### config.mk
export PLATFORM = sky130hd
export DESIGN_NAME = load_store_ctrl_flat
export DESIGN_NICKNAME = d
export VERILOG_FILES = /design/src/rtl/load_store_ctrl_if.sv /design/src/rtl/load_store_ctrl.sv /design/src/flat_wrapper.sv
export SDC_FILE = /design/constraint.sdc
export NUM_CORES = 1
export LEC_CHECK = 0
export ABC_AREA = 1
export CAP_MARGIN = 20
export CORE_UTILIZATION = 47
export CTS_CLUSTER_DIAMETER = 150
export DETAILED_ROUTE_END_ITERATION = 7
export HOLD_SLACK_MARGIN = 0.02
export PLACE_DENSITY = 0.82
export SLEW_MARGIN = 20
export SYNTH_ARGS = -nofsm -noshare
export SYNTH_HDL_FRONTEND = slang
export SYNTH_SLANG_ARGS = --single-unit
export TNS_END_PERCENT = 10
### constraint.sdc
create_clock -name clk -period 5.2 [get_ports clk]
set_input_delay 1.04 -clock clk [delete_from_list [all_inputs] [get_ports clk]]
set_output_delay 1.04 -clock clk [all_outputs]
set_load 0.01 [all_outputs]
### src/rtl/load_store_ctrl_if.sv
// Bus bundle between main control / data memory and the load-store controller.
// The optional op_unsigned signal exists only when LSU_UNSIGNED_EN is defined.
interface load_store_ctrl_if #(
  parameter int unsigned ADDR_W = 32
);
  // Request side
  logic              req;
  logic              op_store;
  logic [1:0]        op_size;
  logic [ADDR_W-1:0] addr;
  logic [31:0]       wdata;
`ifdef LSU_UNSIGNED_EN
  logic              op_unsigned;
`endif
  // Memory side
  logic [31:0]       mem_rdata;
  logic [ADDR_W-1:0] mem_addr;
  logic              mem_wr;
  logic [31:0]       mem_wdata;
  // Load result / status
  logic [1:0]        size_sel;
  logic [31:0]       ld_word;
  logic [15:0]       ld_half;
  logic [7:0]        ld_byte;
  logic              load_wr;
  logic              busy;
  logic              done;
  logic              misalign;

  // Main control + memory
  modport master (
    output req, op_store, op_size, addr, wdata, mem_rdata,
`ifdef LSU_UNSIGNED_EN
    output op_unsigned,
`endif
    input  mem_addr, mem_wr, mem_wdata, size_sel, ld_word, ld_half, ld_byte,
    input  load_wr, busy, done, misalign
  );

  // Load-store controller
  modport slave (
    input  req, op_store, op_size, addr, wdata, mem_rdata,
`ifdef LSU_UNSIGNED_EN
    input  op_unsigned,
`endif
    output mem_addr, mem_wr, mem_wdata, size_sel, ld_word, ld_half, ld_byte,
    output load_wr, busy, done, misalign
  );
endinterface

### src/rtl/load_store_ctrl.sv
// Multicycle data-memory access sequencer: loads, word stores and
// read-modify-write byte/half stores, with lane extraction for the load mux.
// Optional macro LSU_UNSIGNED_EN adds op_unsigned (lbu/lhu zero-extension).
module load_store_ctrl #(
  parameter int unsigned MEM_LAT = 2,
  parameter int unsigned ADDR_W  = 32
) (
  input logic               clk,
  input logic               reset,
  load_store_ctrl_if.slave  bus
);

  localparam logic [2:0] StIdle   = 3'd0;
  localparam logic [2:0] StRdWait = 3'd1;
  localparam logic [2:0] StWr     = 3'd2;
  localparam logic [2:0] StDone   = 3'd3;
  localparam logic [2:0] StErr    = 3'd4;

  localparam logic [3:0] CntInit = 4'(MEM_LAT - 1);

  logic [2:0]        state_q, state_d;
  logic [3:0]        cnt_q, cnt_d;
  logic              store_q;
  logic [1:0]        size_q;
  logic [ADDR_W-1:0] addr_q;
  logic [31:0]       wdata_q;
  logic [31:0]       word_q;
  logic [15:0]       half_q;
  logic [7:0]        byte_q;
`ifdef LSU_UNSIGNED_EN
  logic              uns_q;
  logic [31:0]       ldw_q;
`endif

  logic        accept;
  logic        capture;
  logic        fault;
  logic [15:0] rd_half;
  logic [7:0]  rd_byte;
  logic [31:0] merged;

  // Alignment fault of the incoming request
  always_comb begin
    fault = 1'b0;
    case (bus.op_size)
      2'b01:   fault = bus.addr[0];
      2'b11:   fault = |bus.addr[1:0];
      2'b10:   fault = 1'b1;
      default: fault = 1'b0;
    endcase
  end

  // Next-state, latency counter and acceptance/capture strobes
  always_comb begin
    state_d = state_q;
    cnt_d   = cnt_q;
    accept  = 1'b0;
    capture = 1'b0;
    case (state_q)
      StIdle: begin
        if (bus.req) begin
          accept = 1'b1;
          cnt_d  = CntInit;
          if (fault) begin
            state_d = StErr;
          end else if (bus.op_store && bus.op_size == 2'b11) begin
            state_d = StWr;
          end else begin
            state_d = StRdWait;
          end
        end
      end
      StRdWait: begin
        if (cnt_q == 4'd0) begin
          capture = 1'b1;
          // Only partial stores reach RD_WAIT with store set
          state_d = store_q ? StWr : StDone;
        end else begin
          cnt_d = cnt_q - 4'd1;
        end
      end
      StWr:    state_d = StDone;
      StDone:  state_d = StIdle;
      StErr:   state_d = StIdle;
      default: state_d = StIdle;
    endcase
  end

  // State and counter registers
  always_ff @(posedge clk or posedge reset) begin
    if (reset) begin
      state_q <= StIdle;
      cnt_q   <= 4'd0;
    end else begin
      state_q <= state_d;
      cnt_q   <= cnt_d;
    end
  end

  // Lane selection straight from the memory word, using the latched address
  always_comb begin
    rd_half = bus.mem_rdata[{addr_q[1], 4'b0000} +: 16];
    rd_byte = bus.mem_rdata[{addr_q[1:0], 3'b000} +: 8];
  end

  // Request latch at acceptance, read-data capture at the last RD_WAIT cycle
  always_ff @(posedge clk or posedge reset) begin
    if (reset) begin
      store_q <= 1'b0;
      size_q  <= 2'b00;
      addr_q  <= '0;
      wdata_q <= 32'd0;
      word_q  <= 32'd0;
      half_q  <= 16'd0;
      byte_q  <= 8'd0;
`ifdef LSU_UNSIGNED_EN
      uns_q   <= 1'b0;
      ldw_q   <= 32'd0;
`endif
    end else if (accept) begin
      store_q <= bus.op_store;
      size_q  <= bus.op_size;
      addr_q  <= bus.addr;
      wdata_q <= bus.wdata;
`ifdef LSU_UNSIGNED_EN
      uns_q   <= bus.op_unsigned;
`endif
    end else if (capture) begin
      word_q <= bus.mem_rdata;
      half_q <= rd_half;
      byte_q <= rd_byte;
`ifdef LSU_UNSIGNED_EN
      // Unsigned sub-word load: hand the mux a pre-extended word
      if (!store_q && uns_q && size_q != 2'b11) begin
        ldw_q  <= (size_q == 2'b00) ? {24'd0, rd_byte} : {16'd0, rd_half};
        size_q <= 2'b11;
      end else begin
        ldw_q  <= bus.mem_rdata;
      end
`endif
    end
  end

  // Read-modify-write merge of the store lane into the captured word
  always_comb begin
    merged = word_q;
    if (size_q == 2'b00) begin
      merged[{addr_q[1:0], 3'b000} +: 8] = wdata_q[7:0];
    end else if (size_q == 2'b01) begin
      merged[{addr_q[1], 4'b0000} +: 16] = wdata_q[15:0];
    end
  end

  assign bus.mem_addr  = {addr_q[ADDR_W-1:2], 2'b00};
  assign bus.mem_wr    = (state_q == StWr);
  assign bus.mem_wdata = (state_q != StWr) ? 32'd0 :
                         (size_q == 2'b11) ? wdata_q : merged;
  assign bus.size_sel  = size_q;
`ifdef LSU_UNSIGNED_EN
  assign bus.ld_word   = ldw_q;
`else
  assign bus.ld_word   = word_q;
`endif
  assign bus.ld_half   = half_q;
  assign bus.ld_byte   = byte_q;
  assign bus.load_wr   = (state_q == StDone) && !store_q;
  assign bus.busy      = (state_q != StIdle);
  assign bus.done      = (state_q == StDone) || (state_q == StErr);
  assign bus.misalign  = (state_q == StErr);

endmodule

### src/flat_wrapper.sv
// flat-port wrapper written by rule: the top's interface ports become plain ports
module load_store_ctrl_flat 
#(
  parameter int unsigned MEM_LAT = 2,
  parameter int unsigned ADDR_W  = 32
)
  (clk, reset, bus_req, bus_op_store, bus_op_size, bus_addr, bus_wdata, bus_mem_rdata, bus_mem_addr, bus_mem_wr, bus_mem_wdata, bus_size_sel, bus_ld_word, bus_ld_half, bus_ld_byte, bus_load_wr, bus_busy, bus_done, bus_misalign);
  load_store_ctrl_if #(.ADDR_W(ADDR_W)) bus_i ();
  input logic clk;
  input logic reset;
  input wire logic [$bits(bus_i.req)-1:0] bus_req;
  input wire logic [$bits(bus_i.op_store)-1:0] bus_op_store;
  input wire logic [$bits(bus_i.op_size)-1:0] bus_op_size;
  input wire logic [$bits(bus_i.addr)-1:0] bus_addr;
  input wire logic [$bits(bus_i.wdata)-1:0] bus_wdata;
  input wire logic [$bits(bus_i.mem_rdata)-1:0] bus_mem_rdata;
  output wire logic [$bits(bus_i.mem_addr)-1:0] bus_mem_addr;
  output wire logic [$bits(bus_i.mem_wr)-1:0] bus_mem_wr;
  output wire logic [$bits(bus_i.mem_wdata)-1:0] bus_mem_wdata;
  output wire logic [$bits(bus_i.size_sel)-1:0] bus_size_sel;
  output wire logic [$bits(bus_i.ld_word)-1:0] bus_ld_word;
  output wire logic [$bits(bus_i.ld_half)-1:0] bus_ld_half;
  output wire logic [$bits(bus_i.ld_byte)-1:0] bus_ld_byte;
  output wire logic [$bits(bus_i.load_wr)-1:0] bus_load_wr;
  output wire logic [$bits(bus_i.busy)-1:0] bus_busy;
  output wire logic [$bits(bus_i.done)-1:0] bus_done;
  output wire logic [$bits(bus_i.misalign)-1:0] bus_misalign;
  assign bus_i.req = bus_req;
  assign bus_i.op_store = bus_op_store;
  assign bus_i.op_size = bus_op_size;
  assign bus_i.addr = bus_addr;
  assign bus_i.wdata = bus_wdata;
  assign bus_i.mem_rdata = bus_mem_rdata;
  assign bus_mem_addr = bus_i.mem_addr;
  assign bus_mem_wr = bus_i.mem_wr;
  assign bus_mem_wdata = bus_i.mem_wdata;
  assign bus_size_sel = bus_i.size_sel;
  assign bus_ld_word = bus_i.ld_word;
  assign bus_ld_half = bus_i.ld_half;
  assign bus_ld_byte = bus_i.ld_byte;
  assign bus_load_wr = bus_i.load_wr;
  assign bus_busy = bus_i.busy;
  assign bus_done = bus_i.done;
  assign bus_misalign = bus_i.misalign;
  load_store_ctrl #(.MEM_LAT(MEM_LAT), .ADDR_W(ADDR_W)) u_core (.clk(clk), .reset(reset), .bus(bus_i));
endmodule
==> results.json, run 1 <==
{
  "async_reset_ff_share_pct": 100,
  "place_inst": 1272,
  "setup_viol": 0,
  "overflow": 0,
  "synthCells": 938,
  "ys.flop_type": "dfrtp_1",
  "final_layout_size_suffix_gt1_share_pct": 4.65,
  "clock_path_buffers": 2,
  "ios": 229,
  "die_area_sq_um": 15300,
  "worstSetupEndpointType": "output pin",
  "postCtsSetupBuffers": 0,
  "critPathLaunchType": "flop",
  "gp_congestion": 0.929,
  "place_area_sq_um": 8960,
  "grt_max_degree": 71,
  "ys_seq_area_share_pct": 46.8,
  "final-hold-violation-count": 0,
  "coreArea_sq_um": 14500,
  "ctsHoldBuffers": 0,
  "fp-row-count": 44,
  "clockRootBuffer": "clkbuf_16",
  "crit_buf_inv": 3,
  "syn_to_final_growth_pct": 36.8,
  "mostFrequentLayoutCell": "nand2_1",
  "htree_num_levels": 4,
  "finalSetupTns_ns": 0,
  "cts_tree": "done",
  "relSlewSlack_pct": 36.0,
  "die_x_microns": 124,
  "drtAntennaViolNets": 0,
  "drt_pass1_iterations": 7,
  "clkSinkCount": 130,
  "setup_slack_ns": 0.677,
  "grt_pass1_vias": 6419,
  "fin_crit_sh_pct": 87.0,
  "path_cells": "inv_1 -> ha_1 -> inv_1 -> nand3_1 -> o21ai_0 -> nand2_1 -> a21oi_1 -> clkdlybuf4s50_1",
  "numCtsBuffers": 17,
  "maxCapViolCount": 0,
  "path_clk_slew_ns": 0.06,
  "crit_family": "buffers and inverters",
  "grt_pass1_wl_microns": 33100,
  "syn-cell-area_sq_um": 6950,
  "crit_required_ns": 4.16,
  "dp_hpwl_microns": 15200,
  "routed_wl_microns": 21400,
  "post_cts_resized": 0,
  "grt_use_total_pct": 28.8,
  "final_cell_mix": "371 x nand2_1, 226 x clkdlybuf4s50_1, 130 x dfrtp_1",
  "cp.arrival_ns": 3.48,
  "path_max_fanout": 20,
  "vias": 6806,
  "ys.warnings.count": 0,
  "ys_types": 28,
  "timing.fmax_ghz": 0.221,
  "final_area_sq_um": 9510,
  "fin_nets": 1215,
  "rsz0062_at_grt": "false",
  "initial_core_util_pct": 48.0,
  "finClkSkew_ns": 0.00622,
  "dp_slack_ns": 1.17,
  "cp_slowest_stage_delay_ns": 0.71,
  "final_max_slew_viol_count": 0,
  "antenna_cells": 0,
  "critical_path_class": "reg -> out",
  "post_drt_wl_per_cell_microns": 16.4,
  "syn_area_per_cell_sq_um": 7.41,
  "drt_iter0_drc": 708,
  "io_buffer_count": 226,
  "power_density_nw_per_um2": 645,
  "p_leak_nw": 4.47,
  "final_util_pct": 65.7,
  "synth_edf_count": 0,
  "crit_top_cell": "inv_1",
  "ys_seq_elements": 130,
  "worstMarginPinSlew_ns": 0.956,
  "cp_slowest_cell": "dfrtp_1",
  "hold_slack_ns": 0.473,
  "holdCritPathClass": "reg -> reg",
  "vias_per_cell": 5.22,
  "vdd_drop_max_mv": 0.341,
  "instances_no_fill": 1303,
  "clk_latency_ns": 0.42,
  "die_h_microns": 124,
  "outcome": "complete, no violations",
  "fin_crit_ns": 4.52,
  "drc": 0,
  "antenna_found_initial": 0,
  "total_power_mw": 6.14
}
metal layers:
layer	vias up	global-route usage (%)	part of all wire [%]
li1	3311	-	-
met1	3111	39.2	44
met2	352	44.1	44
met3	32	8.33	10
met4	0	9.86	1.8
met5	-	0	0
synth_stat cells, types with 7 or more instances:
master | number | area share [%]
a31oi_1 | 7 | 0.63
nand3_1 | 41 | 3.0
a21oi_1 | 41 | 3.0
o21ai_1 | 10 | 0.72
o21ai_0 | 106 | 7.6
buf_2 | 22 | 1.6
dfrtp_1 | 130 | 47
buf_4 | 43 | 4.6
nand4_1 | 17 | 1.5
nor2_1 | 56 | 3.0
nand2_1 | 371 | 20
inv_1 | 50 | 2.7
clkbuf_1 | 11 | 0.59
kinds of logic (layout without fill, tap and decap cells):
logic type,count (synthesis),in the layout,synth area share (%)
AND/OR/NAND/NOR,493,493,28.7
AO/OA/AOI/OAI,168,168,12.4
buffers and inverters,139,319,10.9
flip-flops,130,130,46.8
adder cells (fa/ha/maj),6,6,1.08
other,1,2,0.0539
XOR/XNOR,1,1,0.126
final cells by class:
class	count	area (sq um)
clock buffers	21	460
clock inverters	10	86.3
fillers	1241	4970
inverters	56	213
multi-input cells	670	2950
flip-flops and latches	130	3250
well taps	184	230
repair buffers	232	2320
where the power goes:
part           leakage [nW]  total (mW)  switching, mW  internal, mW
Combinational          2.60        3.08           1.75          1.33
Clock                 0.264        1.11          0.440         0.674
Sequential             1.60        1.94          0.445          1.50
flip-flops by register name, indices dropped and copies added, names as in the netlist:
signal               cells
u_core.store_q           1
u_core.bus.ld_byte       8
u_core.state_q           3
u_core.cnt_q             4
u_core.bus.ld_word      32
u_core.bus.ld_half      16
u_core.bus.size_sel      2
u_core.addr_q           32
u_core.wdata_q          32
worst paths after layout:
| check | from | to | slack (ns) | cells past startpoint |
|---|---|---|---|---|
| setup / recovery | u_core.addr_q[0]$_DFFE_PP0P_ | bus_mem_wdata[28] | 0.68 | 8 |
| hold / removal | u_core.bus.ld_half[5]$_DFFE_PP0P_ | u_core.bus.ld_half[5]$_DFFE_PP0P_ | 0.47 | 2 |
| setup reg to reg | u_core.cnt_q[0]$_DFFE_PP0P_ | u_core.bus.ld_word[0]$_DFFE_PP0P_ | 2.60 | 8 |
| hold reg to reg | u_core.bus.ld_half[5]$_DFFE_PP0P_ | u_core.bus.ld_half[5]$_DFFE_PP0P_ | 0.47 | 2 |
| max in group asynchronous | reset | u_core.wdata_q[22]$_DFFE_PP0P_ | 3.25 | 3 |
| min in group asynchronous | reset | u_core.bus.ld_half[12]$_DFFE_PP0P_ | 1.12 | 2 |
worst min-delay path, stage by stage (launching register included):
cell and delay [ns]:
dfrtp_1 0.34, nand2_1 0.05, nand2_1 0.05
No activity file was read; power rests on OpenSTA's default activity.
==> run 2: changes to the inputs <==
--- a/config.mk
+++ b/config.mk
@@ -7,11 +7,12 @@
 export LEC_CHECK = 0
 export ABC_AREA = 1
 export CAP_MARGIN = 20
-export CORE_UTILIZATION = 47
+export CORE_UTILIZATION = 48
+export CTS_BUF_LIST = sky130_fd_sc_hd__clkbuf_8
 export CTS_CLUSTER_DIAMETER = 150
 export DETAILED_ROUTE_END_ITERATION = 7
 export HOLD_SLACK_MARGIN = 0.02
-export PLACE_DENSITY = 0.82
+export PLACE_DENSITY = 0.83
 export SLEW_MARGIN = 20
 export SYNTH_ARGS = -nofsm -noshare
 export SYNTH_HDL_FRONTEND = slang
==> run 2 against run 1 <==
Count of clock-buffer cells in the layout decreased by 3. First-iteration DRC count down 7.5%. Sequential cell count is the same. Worst setup slack worse by 0.11 ns. Clock skew increased by 0.0058 ns. Clock power is 26% lower. Sequential power is essentially flat. Fmax fell by 2.3%. Worst hold slack got worse by 0.0032 ns. Via count fell by 1.0%. Routed wire length is 4.6% lower. Non-clock buffer count is the same.
==> results.json, run 2 (same netlist as run 1, synthesis figures left out) <==
{
  "outcome": "complete, no violations",
  "worstSetupEndpointType": "output pin",
  "finClkSkew_ns": 0.0120,
  "vdd_drop_max_mv": 0.297,
  "vias": 6738,
  "initial_core_util_pct": 49.7,
  "drt_pass1_iterations": 6,
  "overflow": 0,
  "clock_path_buffers": 2,
  "cp-startpoint": "u_core.addr_q[0]$_DFFE_PP0P_",
  "power_density_nw_per_um2": 622,
  "final_max_slew_viol_count": 0,
  "critPathLaunchType": "flop",
  "p_leak_nw": 4.39,
  "cp_slowest_stage_delay_ns": 0.74,
  "syn_to_final_growth_pct": 34.0,
  "timing.fmax_ghz": 0.216,
  "grt_max_degree": 70,
  "dp_hpwl_microns": 15000,
  "drt_iter0_drc": 655,
  "cts_tree": "done",
  "vias_per_cell": 5.19,
  "die_area_sq_um": 15000,
  "maxCapViolCount": 0,
  "post_cts_resized": 0,
  "crit_top_cell": "inv_1",
  "grt_pass1_vias": 5998,
  "mostFrequentLayoutCell": "nand2_1",
  "die_h_microns": 122,
  "fin_crit_sh_pct": 89.0,
  "ios": 229,
  "crit_family": "buffers and inverters",
  "cp.depth": 8,
  "final-hold-violation-count": 0,
  "coreArea_sq_um": 14000,
  "drtAntennaViolNets": 0,
  "die_x_microns": 122,
  "ctsHoldBuffers": 0,
  "gp_congestion": 0.909,
  "r2r-start": "u_core.cnt_q[0]$_DFFE_PP0P_",
  "clockRootBuffer": "clkbuf_8",
  "fin_crit_ns": 4.63,
  "drc": 0,
  "rsz0062_at_grt": "false",
  "postCtsSetupBuffers": 0,
  "cp.arrival_ns": 3.59,
  "antenna_cells": 0,
  "rrSetupSlack_ns": 2.62,
  "grt_use_total_pct": 27.8,
  "worstReg2RegEnd": "u_core.bus.ld_word[7]$_DFFE_PP0P_",
  "grt_pass1_wl_microns": 31500,
  "reg2regPathDepth": 7,
  "worstMarginPinSlew_ns": 0.961,
  "clkSinkCount": 130,
  "setup_viol": 0,
  "path_clk_slew_ns": 0.08,
  "post_drt_wl_per_cell_microns": 15.7,
  "final_layout_size_suffix_gt1_share_pct": 4.56,
  "path_cells": "inv_1 -> ha_1 -> inv_1 -> nand3_1 -> o21ai_0 -> nand2_1 -> a21oi_1 -> clkdlybuf4s50_1",
  "fp-row-count": 43,
  "path_max_fanout": 20,
  "final_cell_mix": "371 x nand2_1, 226 x clkdlybuf4s50_1, 130 x dfrtp_1",
  "relSlewSlack_pct": 35.7,
  "routed_wl_microns": 20400,
  "clk_latency_ns": 0.45,
  "numCtsBuffers": 17,
  "io_buffer_count": 226,
  "total_power_mw": 5.79,
  "crit_end": "bus_mem_wdata[30]",
  "crit_required_ns": 4.16,
  "htree_num_levels": 4,
  "cp_slowest_cell": "dfrtp_1",
  "holdCritPathClass": "reg -> reg",
  "crit_buf_inv": 3,
  "fin_nets": 1215,
  "finalSetupTns_ns": 0,
  "critical_path_class": "reg -> out",
  "antenna_found_initial": 0
}
==> run 2: worst reg2reg max path, stage by stage, from the launching register on <==
cell	delay [ns]
dfrtp_1	0.36
inv_1	0.12
ha_1	0.21
nand3_1	0.16
nor2_4	0.60
buf_4	0.47
inv_2	0.31
o21ai_0	0.27
==> run 2: layout make-up <==
| type | instances | area, sq um |
|---|---|---|
| Fill cell | 1224 | 4670 |
| Sequential cell | 130 | 3250 |
| Multi-Input combinational cell | 670 | 2950 |
| Timing Repair Buffer | 232 | 2310 |
| Clock buffer | 18 | 248 |
| Tap cell | 180 | 225 |
| Inverter | 56 | 214 |
| Clock inverter | 12 | 120 |
==> run 2: worst min path at each step <==
stage / slack (ns) / start / cells after the start / end
2_1_floorplan: 0.44 / u_core.wdata_q[17]$_DFFE_PP0P_ / 2 / u_core.wdata_q[17]$_DFFE_PP0P_
3_3_place_gp: 0.46 / u_core.wdata_q[23]$_DFFE_PP0P_ / 2 / u_core.wdata_q[23]$_DFFE_PP0P_
3_5_place_dp: 0.46 / u_core.bus.ld_half[6]$_DFFE_PP0P_ / 2 / u_core.bus.ld_half[6]$_DFFE_PP0P_
4_1_cts: 0.47 / u_core.bus.ld_half[7]$_DFFE_PP0P_ / 2 / u_core.bus.ld_half[7]$_DFFE_PP0P_
5_1_grt: 0.49 / u_core.wdata_q[29]$_DFFE_PP0P_ / 2 / u_core.wdata_q[29]$_DFFE_PP0P_
6_report: 0.47 / u_core.bus.ld_half[6]$_DFFE_PP0P_ / 2 / u_core.bus.ld_half[6]$_DFFE_PP0P_
==> run 2: layer usage <==
layer	up-vias	part of all wire, %	track usage (%)
met5	-	0	0
met4	0	1.5	9.76
met3	33	10	9.34
met2	327	45	40.8
met1	3065	44	38.3
li1	3313	-	-
==> run 2: power breakdown <==
| group | switching [mW] | internal [mW] |
|---|---|---|
| combinational | 1.71 | 1.33 |
| clock | 0.390 | 0.426 |
| sequential | 0.442 | 1.50 |
==> run 2: stage by stage <==
stage	instances	hold WS [ns]	setup WS (ns)	util (%)	cell area [sq um]
3_3_place_gp	1268	0.458	1.12	63.9	8940
4_1_cts	1298	0.475	0.564	66.6	9310
5_1_grt	1298	0.494	0.276	66.6	9310
6_report	1298	0.470	0.570	66.6	9310
2_1_floorplan	939	0.444	0.691	-	6960
3_5_place_dp	1268	0.459	1.09	63.9	8940
==> run 3: changes to the inputs <==
--- a/config.mk
+++ b/config.mk
@@ -13,6 +13,7 @@
 export DETAILED_ROUTE_END_ITERATION = 7
 export HOLD_SLACK_MARGIN = 0.02
 export PLACE_DENSITY = 0.83
+export RECOVER_POWER = 100
 export SLEW_MARGIN = 20
 export SYNTH_ARGS = -nofsm -noshare
 export SYNTH_HDL_FRONTEND = slang
==> run 3 against run 2 <==
The flow now finishes with violations (max-capacitance violations, max-slew violations). Critical path depth unchanged. Core utilization down 0.22 points. Design area down 0.34%. Sequential power about the same. Global-route usage unchanged. Via count down 0.28%. Worst setup slack worse by 0.053 ns. Sequential cell count unchanged. Clock skew down 0.0011 ns. First-iteration DRC count down 9.8%. Worst hold slack worse by 0.0064 ns. Clock power about the same.
==> results.json, run 3 (same netlist as run 1, synthesis figures left out) <==
{
  "outcome": "complete, but fails checks",
  "violations": "max-capacitance violations, max-slew violations",
  "dp_hpwl_microns": 15000,
  "worstMarginPinSlew_ns": 2.88,
  "fp-row-count": 43,
  "gp_congestion": 0.909,
  "clk_latency_ns": 0.45,
  "setup_slack_ns": 0.517,
  "fin_nets": 1215,
  "path_clk_slew_ns": 0.08,
  "crit_required_ns": 4.16,
  "postCtsSetupBuffers": 0,
  "drtAntennaViolNets": 0,
  "rrSetupSlack_ns": 0.69,
  "cts_tree": "done",
  "clockRootBuffer": "clkbuf_8",
  "dp_slack_ns": 1.09,
  "holdCritPathClass": "reg -> reg",
  "path_max_fanout": 20,
  "coreArea_sq_um": 14000,
  "cp_slowest_stage_delay_ns": 0.75,
  "maxCapViolCount": 6,
  "grt_max_degree": 70,
  "fin_crit_ns": 4.68,
  "grt_pass1_vias": 5998,
  "ios": 229,
  "whs_path_depth": 2,
  "post_drt_wl_per_cell_microns": 15.6,
  "die_area_sq_um": 15000,
  "hold_path_end": "u_core.bus.ld_half[6]$_DFFE_PP0P_",
  "htree_num_levels": 4,
  "crit_family": "buffers and inverters",
  "multi_input_area_sq_um": 2930,
  "power_density_nw_per_um2": 605,
  "fin_crit_sh_pct": 90.1,
  "met3WireLength_microns": 2030,
  "clock_path_buffers": 2,
  "critPathLaunchType": "flop",
  "final-hold-violation-count": 0,
  "reg2regPathDepth": 7,
  "timing.fmax_ghz": 0.214,
  "register_area_sq_um": 3250,
  "grt_pass1_wl_microns": 31500,
  "final_layout_size_suffix_gt1_share_pct": 4.11,
  "antenna_found_initial": 0,
  "initial_core_util_pct": 49.7,
  "crit_top_cell": "inv_1",
  "die_x_microns": 122,
  "post_cts_resized": 0,
  "met1Wirelength_microns": 8870,
  "vias": 6719,
  "drt_pass1_iterations": 5,
  "mostFrequentLayoutCell": "nand2_1",
  "cp.arrival_ns": 3.64,
  "crit_buf_inv": 3,
  "worstSetupEndpointType": "output pin",
  "p_leak_nw": 4.57,
  "worstReg2RegEnd": "u_core.bus.ld_word[7]$_DFFE_PP0P_",
  "overflow": 0,
  "syn_to_final_growth_pct": 33.5,
  "fillers": 1230,
  "final_cell_mix": "372 x nand2_1, 130 x dfrtp_1, 127 x dlygate4sd3_1",
  "grt_use_total_pct": 27.8,
  "r2r-start": "u_core.cnt_q[0]$_DFFE_PP0P_",
  "hold_slack_ns": 0.463,
  "routed_wl_microns": 20300,
  "io_buffer_count": 226,
  "numCtsBuffers": 17,
  "rsz0062_at_grt": "false",
  "relSlewSlack_pct": -92.2,
  "critical_path_class": "reg -> out",
  "ctsHoldBuffers": 0,
  "cp_slowest_cell": "dfrtp_1",
  "vias_per_cell": 5.18,
  "wl_met2_microns": 9010,
  "finClkSkew_ns": 0.0109,
  "setup_viol": 0,
  "finalSetupTns_ns": 0,
  "final_max_slew_viol_count": 306,
  "antenna_cells": 0,
  "hold_start": "u_core.bus.ld_half[6]$_DFFE_PP0P_",
  "path_cells": "inv_1 -> ha_1 -> inv_1 -> nand3_1 -> o21ai_0 -> nand2_1 -> a21oi_1 -> dlygate4sd3_1",
  "vdd_drop_max_mv": 0.281,
  "top_layer_used": "met4",
  "drt_iter0_drc": 591,
  "drc": 0,
  "clkSinkCount": 130,
  "die_h_microns": 122
}
[run 3: metal layers]
| metal | vias to the layer above | global-route usage [%] |
|---|---|---|
| met4 | 0 | 9.76 |
| met2 | 334 | 40.8 |
| met1 | 3032 | 38.3 |
| met3 | 35 | 9.34 |
| li1 | 3318 | - |
| met5 | - | 0 |
[run 3: area by class of cell]
class	count	area share [%]
Clock buffer	18	2.67
Clock inverter	12	1.29
Multi-Input combinational cell	670	31.6
Inverter	56	2.29
Sequential cell	130	35.0
Tap cell	180	2.43
Timing Repair Buffer	232	24.7
[run 3: stage by stage]
step           power [mW]  cell area, sq um  utilization (%)  cells
6_report             5.62              9280             66.4   1298
3_5_place_dp         4.96              8940             63.9   1268
2_1_floorplan        3.76              6960                -    939
4_1_cts              5.80              9310             66.6   1298
5_1_grt              6.08              9280             66.4   1298
3_3_place_gp         4.93              8940             63.9   1268
[run 3: worst max-delay path by stage]
| stage | slack (ns) | cells past startpoint | start | to |
|---|---|---|---|---|
| after detailed placement | 1.09 | 8 | u_core.addr_q[0]$_DFFE_PP0P_ | bus_mem_wdata[30] |
| after CTS | 0.56 | 8 | u_core.addr_q[0]$_DFFE_PP0P_ | bus_mem_wdata[30] |
| after global routing | 0.15 | 7 | u_core.cnt_q[0]$_DFFE_PP0P_ | u_core.bus.ld_word[6]$_DFFE_PP0P_ |
| final | 0.52 | 8 | u_core.addr_q[0]$_DFFE_PP0P_ | bus_mem_wdata[30] |
| after floorplan | 0.69 | 1 | reset | u_core.addr_q[0]$_DFFE_PP0P_ |
| after global placement | 1.12 | 8 | u_core.addr_q[0]$_DFFE_PP0P_ | bus_mem_wdata[30] |
[run 3: power by group]
| part | leakage (nW) | internal, mW | switching [mW] |
|---|---|---|---|
| Sequential | 1.60 | 1.50 | 0.424 |
| Clock | 0.193 | 0.426 | 0.387 |
| Combinational | 2.78 | 1.19 | 1.69 |
[run 3: worst min-delay path, cell delays in order (launching register included)]
cell	delay, ns
dfrtp_1	0.34
nand2_1	0.05
nand2_1	0.04
